--- src/rtl/uart_rx.sv ---
// Oversampling UART receiver: start, WIDTH data bits LSB first, parity, stop.
// Define UART_RX_MAJORITY_EN to decide each bit by a 2-of-3 vote over the last three ticks.
module uart_rx #(
  parameter int unsigned WIDTH      = 32,
  parameter int unsigned OVERSAMPLE = 16
) (
  input  logic             clk,
  input  logic             rst_n,
  input  logic             sample_tick,
  input  logic             rx_line,
  input  logic             parity_even_n,
  output logic [WIDTH-1:0] rx_data,
  output logic             rx_valid,
  output logic             rx_busy,
  output logic             parity_err,
  output logic             frame_err
);

  localparam int unsigned TW = $clog2(OVERSAMPLE);
  localparam int unsigned BW = $clog2(WIDTH) + 1;
  localparam logic [TW-1:0] HalfM1  = TW'(OVERSAMPLE / 2 - 1);
  localparam logic [TW-1:0] FullM1  = TW'(OVERSAMPLE - 1);
  localparam logic [BW-1:0] LastBit = BW'(WIDTH - 1);

  typedef enum logic [2:0] {StIdle, StStart, StData, StParity, StStop} state_e;

  state_e            state_q;
  logic [TW-1:0]     tick_cnt_q;
  logic [BW-1:0]     bit_cnt_q;
  logic [WIDTH-1:0]  shift_q;
  logic              par_q;
  logic [1:0]        sync_q;
  logic              rx_s;
  logic              bit_s;

  // Two-flop synchroniser; resets to the idle (high) line level.
  always_ff @(posedge clk) begin
    if (!rst_n) sync_q <= 2'b11;
    else        sync_q <= {sync_q[0], rx_line};
  end
  assign rx_s = sync_q[1];

`ifdef UART_RX_MAJORITY_EN
  // hist_q[0] holds the sample from the previous tick, hist_q[1] the one before.
  logic [1:0] hist_q;
  always_ff @(posedge clk) begin
    if (!rst_n)           hist_q <= 2'b11;
    else if (sample_tick) hist_q <= {hist_q[0], rx_s};
  end
  assign bit_s = (hist_q[1] & hist_q[0]) | (hist_q[1] & rx_s) | (hist_q[0] & rx_s);
`else
  assign bit_s = rx_s;
`endif

  always_ff @(posedge clk) begin
    if (!rst_n) begin
      state_q    <= StIdle;
      tick_cnt_q <= '0;
      bit_cnt_q  <= '0;
      shift_q    <= '0;
      par_q      <= 1'b0;
      rx_data    <= '0;
      rx_valid   <= 1'b0;
      rx_busy    <= 1'b0;
      parity_err <= 1'b0;
      frame_err  <= 1'b0;
    end else begin
      rx_valid <= 1'b0;
      if (sample_tick) begin
        unique case (state_q)
          StIdle: begin
            if (!rx_s) begin
              state_q    <= StStart;
              tick_cnt_q <= '0;
              rx_busy    <= 1'b1;
            end
          end
          StStart: begin
            if (tick_cnt_q == HalfM1) begin
              tick_cnt_q <= '0;
              bit_cnt_q  <= '0;
              if (bit_s) begin
                // Line went back high before mid-start: glitch, not a frame.
                state_q <= StIdle;
                rx_busy <= 1'b0;
              end else begin
                state_q <= StData;
              end
            end else begin
              tick_cnt_q <= tick_cnt_q + TW'(1);
            end
          end
          StData: begin
            if (tick_cnt_q == FullM1) begin
              shift_q    <= {bit_s, shift_q[WIDTH-1:1]};
              tick_cnt_q <= '0;
              bit_cnt_q  <= bit_cnt_q + BW'(1);
              if (bit_cnt_q == LastBit) state_q <= StParity;
            end else begin
              tick_cnt_q <= tick_cnt_q + TW'(1);
            end
          end
          StParity: begin
            if (tick_cnt_q == FullM1) begin
              par_q      <= bit_s;
              tick_cnt_q <= '0;
              state_q    <= StStop;
            end else begin
              tick_cnt_q <= tick_cnt_q + TW'(1);
            end
          end
          StStop: begin
            if (tick_cnt_q == FullM1) begin
              rx_data    <= shift_q;
              parity_err <= ((^shift_q) ^ parity_even_n) != par_q;
              frame_err  <= !bit_s;
              rx_valid   <= 1'b1;
              rx_busy    <= 1'b0;
              tick_cnt_q <= '0;
              state_q    <= StIdle;
            end else begin
              tick_cnt_q <= tick_cnt_q + TW'(1);
            end
          end
          default: state_q <= StIdle;
        endcase
      end
    end
  end

endmodule

--- config.mk ---
export PLATFORM = sky130hd
export DESIGN_NAME = uart_rx
export DESIGN_NICKNAME = d
export VERILOG_FILES = /design/src/rtl/uart_rx.sv
export SDC_FILE = /design/constraint.sdc
export NUM_CORES = 1
export LEC_CHECK = 0
export CORE_MARGIN = 2
export CORE_UTILIZATION = 41
export CTS_CLUSTER_DIAMETER = 50
export CTS_CLUSTER_SIZE = 40
export DETAILED_ROUTE_END_ITERATION = 8
export SLEW_MARGIN = 40
export SYNTH_ARGS = -nofsm -noshare
export SYNTH_HDL_FRONTEND = slang
export SYNTH_SLANG_ARGS = --single-unit
--- constraint.sdc ---
create_clock -name clk -period 1.7 [get_ports clk]
set_input_delay 0.34 -clock clk [delete_from_list [all_inputs] [get_ports clk]]
set_output_delay 0.34 -clock clk [all_outputs]
set_load 0.01 [all_outputs]
## Word-level counts from Yosys, hierarchy flattened

Index checks and enable logic that the tools add are counted.
Widths: inputs -> output; s select.

| cells by class | value |
|---|---|
| mux-type cells | 21 |
| reductions and logical operators | 15 |
| $add $sub $neg | 2 |
| equality and inequality tests | 15 |
| bitwise gates (word level) | 1 |

Operator list:

| operator | count |
|---|---|
| $reduce_xor 32->1 | 1 |
| $mux 3 | 6 |
| $pmux 3 s5 | 1 |
| $reduce_and 3->1 | 5 |
| $ne 2x2->1 const B | 7 |
| $mux 4 | 3 |
| $mux 6 | 2 |
| $pmux 4 s3 | 1 |
| $pmux 6 s2 | 1 |
| $reduce_and 7->1 | 1 |
| $add 6x1->6 const B | 1 |
| $eq 3x2->1 const B | 2 |
| $eq 6x5->1 const B | 1 |
| $reduce_and 6->1 | 1 |
| $reduce_bool 3->1 | 2 |
| $mux 1 | 5 |
| $add 4x1->4 const B | 1 |
| $eq 4x3->1 const B | 1 |
| $eq 4x4->1 const B | 1 |
| $reduce_and 4->1 | 1 |
| $eq 3x1->1 const B | 1 |
| $eq 3x3->1 const B | 1 |
| $logic_not 3->1 | 1 |
| $pmux 1 s3 | 1 |
| 6 further kinds | 6 |

| word-level totals | value |
|---|---|
| word-level logic and storage cells | 65 |
| output and inout port bits | 36 |
| register bits | 84 |

## Depth between registers and ports, before layout

| depth | value |
|---|---|
| depth in word-level cells | 4 |
| depth in mapped cells | 7 |

## Worst setup path before layout

No wires, ideal clock.

| timing path | value |
|---|---|
| path type | flip-flop to flip-flop |
| start point | reg tick_cnt_q[0] |
| end point | reg rx_data[0] |
| required time | 1584 ps |
| stages on the path, launching flop included | 8 |
| data arrival time | 1649 ps |
| path slack | -66 ps |
| cell sequence | dfxtp_1 > ha_1 > nand3_4 > or4_1 > buf_2 > buf_2 > nand2_1 > a21boi_1 |

| between the ends | value |
|---|---|
| longest elaborated chain between the ends | 2 |

Ends and longest elaborated chain:

| what | RTL line | RTL |
|---|---|---|
| start: declaration | 28 | `logic [TW-1:0] tick_cnt_q;` |
| start signal: assignment | 90 | `tick_cnt_q <= tick_cnt_q + TW'(1);` |
| start signal: assignment | 100 | `tick_cnt_q <= tick_cnt_q + TW'(1);` |
| start signal: assignment | 109 | `tick_cnt_q <= tick_cnt_q + TW'(1);` |
| $eq 4x4->1 | 113 | `if (tick_cnt_q == FullM1) begin` |
| $reduce_and 3->1 (no source line) | n/a |  |
| end signal: assignment | 114 | `rx_data <= shift_q;` |
| end: declaration | 12 | `output logic [WIDTH-1:0] rx_data,` |

No other way between the ends.
A chain may end at the register's enable or synchronous reset.

## Worst setup path after layout

| timing path | value |
|---|---|
| start point | reg state_q[1] |
| end point | reg bit_cnt_q[2] |

| between the ends | value |
|---|---|
| longest elaborated chain between the ends | 3 |
| elaborated cells between the ends (all ways) | 7 |
| classes of those cells | 4 x eq/ne; 1 x mux; 2 x reduce/logical |

Ends and longest elaborated chain:

| what | RTL line | RTL |
|---|---|---|
| start: declaration | 27 | `state_e state_q;` |
| start signal: assignment | 57 | `state_q <= StIdle;` |
| start signal: assignment | 73 | `state_q <= StStart;` |
| start signal: assignment | 84 | `state_q <= StIdle;` |
| $eq 3x2->1 / $eq 3x1->1 (equally long branches) | 70 | `unique case (state_q)` |
| $ne 2x2->1 (no source line) / $reduce_bool 2->1 (equally long branches) | n/a |  |
| $reduce_and 4->1 (no source line) | n/a |  |
| end signal: assignment | 97 | `bit_cnt_q <= bit_cnt_q + BW'(1);` |
| end: declaration | 29 | `logic [BW-1:0] bit_cnt_q;` |

Parallel ways exist; a longest one is shown, timed or not.

==> qor.txt <==
WP buf/inv: 1
Clock-pin slew on the worst setup and hold paths: 0.08 ns
Sequential share of power: 53.5%
Post-synthesis register bit count: 84
Drt drc: 0
Peak Freq: 0.600 GHz
Largest family of logic cells by synthesized area: simple AND/OR/NAND/NOR gates
Drt pass-1 iters: 5
Total clock sinks: 84
Worst setup path start: state_q[1]
Synth cell types: 41
GP Congestion: 0.842
Leakage Power: 1.67 nW
Max Fanout on Critical Path: 8
Count of final setup violators: 0
# fillers: 820
Power share of the combinational group: 3.9%
Power per cell area: 764 mW/mm2
First-pass GRT wire length: 12.8 mm
Area delta synth->final: 32.1%
Total gr overflow: 0
Switch share: 21.1%
Max-slew violations: 0
Vias per Instance: 4.96
H-Tree Depth: 3
Pwr Total: 0.00369 W
Layout cells sized above 1: 19.4%
Final ANT Viol Nets: 0
Syn_area_per_cell: 8.70 um2
Rows: 34
First DRT Iteration DRCs: 98
Clk pwr share: 42.6%
Path type of the worst setup path: reg2reg
R2R Path End: bit_cnt_q[2]
Die footprint: 0.00970 mm2
Boundary pin count: 41
CTS root buf: clkbuf_8
Deepest clock path buffer count: 2
Max Cap Viol: 0
Synth Area in Compound Gates: 18.1%
Ys async rst share: 0%
Fraction of the mapped netlist area in adder cells: 0.684%
Hold path cells: 2
Minimum clock period: 1.67 ns
Mux cell area share after synthesis: 0.547%
Status: finished clean
CP Depth: 7
Ys Warns: 0
Number of port buffers: 40
Mapped Cells: 421
GRT Total Usage: 16.1%
Hold path start: rst_n
GR Layer Usage met3: 3.90%
HPWL after detailed placement: 5.30 mm
Critical Path RT: 1.95 ns
Chip Height: 98.5 um
Die X: 98.5 um
Synth Area in Simple Gates: 21.8%
Largest net degree at the start of global routing: 36
Int Power: 0.00292 W
Total Wirelength: 7.64 mm
Post-synthesis sequential area ratio: 45.9%
Worst slew margin: 72.2%
Setup crit end kind: flop
Period utilization: 98.1%
Synth Flop Type: dfxtp_1
Post-Synth XOR/XNOR Area: 9.23%
Diode count: 0
Hold Crit Endpoint: sync_q[1]
DR WL/cell: 12.7 um
Worst-skew pair later-pin latency: 0.35 ns
Flop-to-flop setup slack: 0.03 ns
Startpoint Class: flop
Worst hold path type: in2reg
M1 GR Usage: 20.2%
Via Count: 2989
CP max-delay cell: dfxtp_4
Vias in the first global route: 2801
Clock skew: 0.0111 ns
Final hold violation count: 0
Final Util: 55.7%
Cts bufs inserted: 9
Layout Nets: 497
Crit-path leading delay family: simple AND/OR/NAND/NOR gates
Syn nets: 428
Worst Reg-to-Reg Cells: 7
Critical Path, Cell by Cell: or3b_1 > o21a_1 > nor3_4 > buf_4 > nand2_1 > xor2_1 > nor2_1
Met2 usage: 26.9%
Number of synthesized flops with an enable pin: 0
Starting Density: 42.2%
Reg-to-Reg Start: state_q[1]
RSZ-0062 raised after global routing: yes
Cell area after synthesis: 0.00366 mm2
Slew @ Worst Pin: 0.417 ns
GRT busiest layer: met2
Core Box Area: 0.00868 mm2
Largest stage delay, worst path: 0.39 ns
TritonCTS clock tree: built
Switching Power: 0.000779 W
Antenna violations before repair: 0
Worst vdd ir: 0.463 mV
Critical path data arrival time: 1.91 ns
[registers in the layout, indices dropped and copies added, names as in the netlist]
name	cells
rx_data	32
par_q	1
rx_busy	1
frame_err	1
bit_cnt_q	6
rx_valid	1
parity_err	1
state_q	3
sync_q	2
shift_q	32
tick_cnt_q	4
[layer usage]
metal  vias up  wire length (um)
met5         -                 0
met4         0               102
met3        10               246
met2        39              3800
met1      1413              3500
li1       1527                 -
[placed cells by master (no fill, tap or decap), drive strengths merged, types with 3 or more instances in the layout]
master | netlist | routed
a21boi | 71 | 71
a21oi | 3 | 3
buf | 17 | 45
clkbuf | 9 | 12
clkdlybuf4s50 | 0 | 39
dfxtp | 84 | 84
nand2 | 141 | 141
nand2b | 3 | 3
nand3 | 3 | 3
nand4 | 4 | 4
nor2 | 9 | 9
nor2b | 3 | 3
nor3 | 3 | 3
o21ai | 7 | 7
or4 | 4 | 4
xnor2 | 29 | 29
xor2 | 7 | 7
[worst max-delay path by stage]
stage / to
6_report: bit_cnt_q[2]
3_5_place_dp: rx_data[25]
2_1_floorplan: rx_data[0]
5_1_grt: parity_err
3_3_place_gp: rx_data[22]
4_1_cts: par_q
[stage by stage]
stage	instance area [um2]	cells	hold WS, ns	setup WS [ns]	TNS [ns]
floorplan	3670	421	0.386	0.00870	0
global placement	4450	585	0.411	-0.356	-20.98
detailed placement	4450	585	0.411	-0.403	-22.63
CTS	4670	601	0.385	0.0169	0
global route	4840	603	0.411	-0.0532	-0.431
finish	4840	603	0.385	0.0323	0
[final cells by class]
cell class / count / area [um2] / area share, %
clock buffer: 12 / 145 / 3.00
clock inverter: 4 / 72.6 / 1.50
inverter: 2 / 7.51 / 0.155
multi-input combinational: 309 / 1960 / 40.6
sequential: 84 / 1700 / 35.2
tap: 108 / 135 / 2.79
timing repair buffer: 84 / 811 / 16.8
[Yosys cell counts, types with 2 or more instances]
| cell | n | area share [%] |
|---|---|---|
| nor2b_1 | 3 | 0.51 |
| ha_1 | 2 | 0.68 |
| buf_2 | 15 | 2.1 |
| nand2_1 | 141 | 14 |
| nand2b_1 | 3 | 0.51 |
| a21oi_1 | 3 | 0.41 |
| and3_1 | 2 | 0.34 |
| a21boi_0 | 9 | 1.8 |
| or4_1 | 4 | 0.82 |
| inv_1 | 2 | 0.21 |
| xnor2_1 | 29 | 6.9 |
| a31oi_1 | 2 | 0.34 |
| and2_1 | 2 | 0.34 |
| mux2i_1 | 2 | 0.55 |
| clkbuf_1 | 9 | 0.92 |
| nand4_1 | 4 | 0.68 |
| a21boi_1 | 61 | 13 |
| xor2_1 | 7 | 1.7 |
| o21ai_0 | 6 | 0.82 |
| or3b_1 | 2 | 0.48 |
| dfxtp_1 | 84 | 46 |
| nand3_1 | 2 | 0.27 |
| nor2_1 | 9 | 0.92 |
[power groups by stage]
stage          clock network [W]  registers [W]  logic [W]
2_1_floorplan                  0        0.00202  0.0000837
3_3_place_gp                   0        0.00202   0.000143
3_5_place_dp                   0        0.00202   0.000144
4_1_cts                  0.00160        0.00198   0.000145
5_1_grt                  0.00168        0.00198   0.000159
6_report                 0.00157        0.00198   0.000145
[repair_timing]
item,4_1_cts,5_1_grt
buffers inserted,0,2
hold buffers,0,0
gates cloned,0,0
setup endpoints to repair,34,62
pin swaps,0,18
resized for setup,2,43
[kinds of logic after synthesis]
kind of cell / count (synthesis)
simple gates: 179
compound gates: 89
buf+inv: 28
fa+ha+maj: 2
mux: 2
flops: 84
xor+xnor: 37
Note: power is estimated with default switching activity, not from simulation.
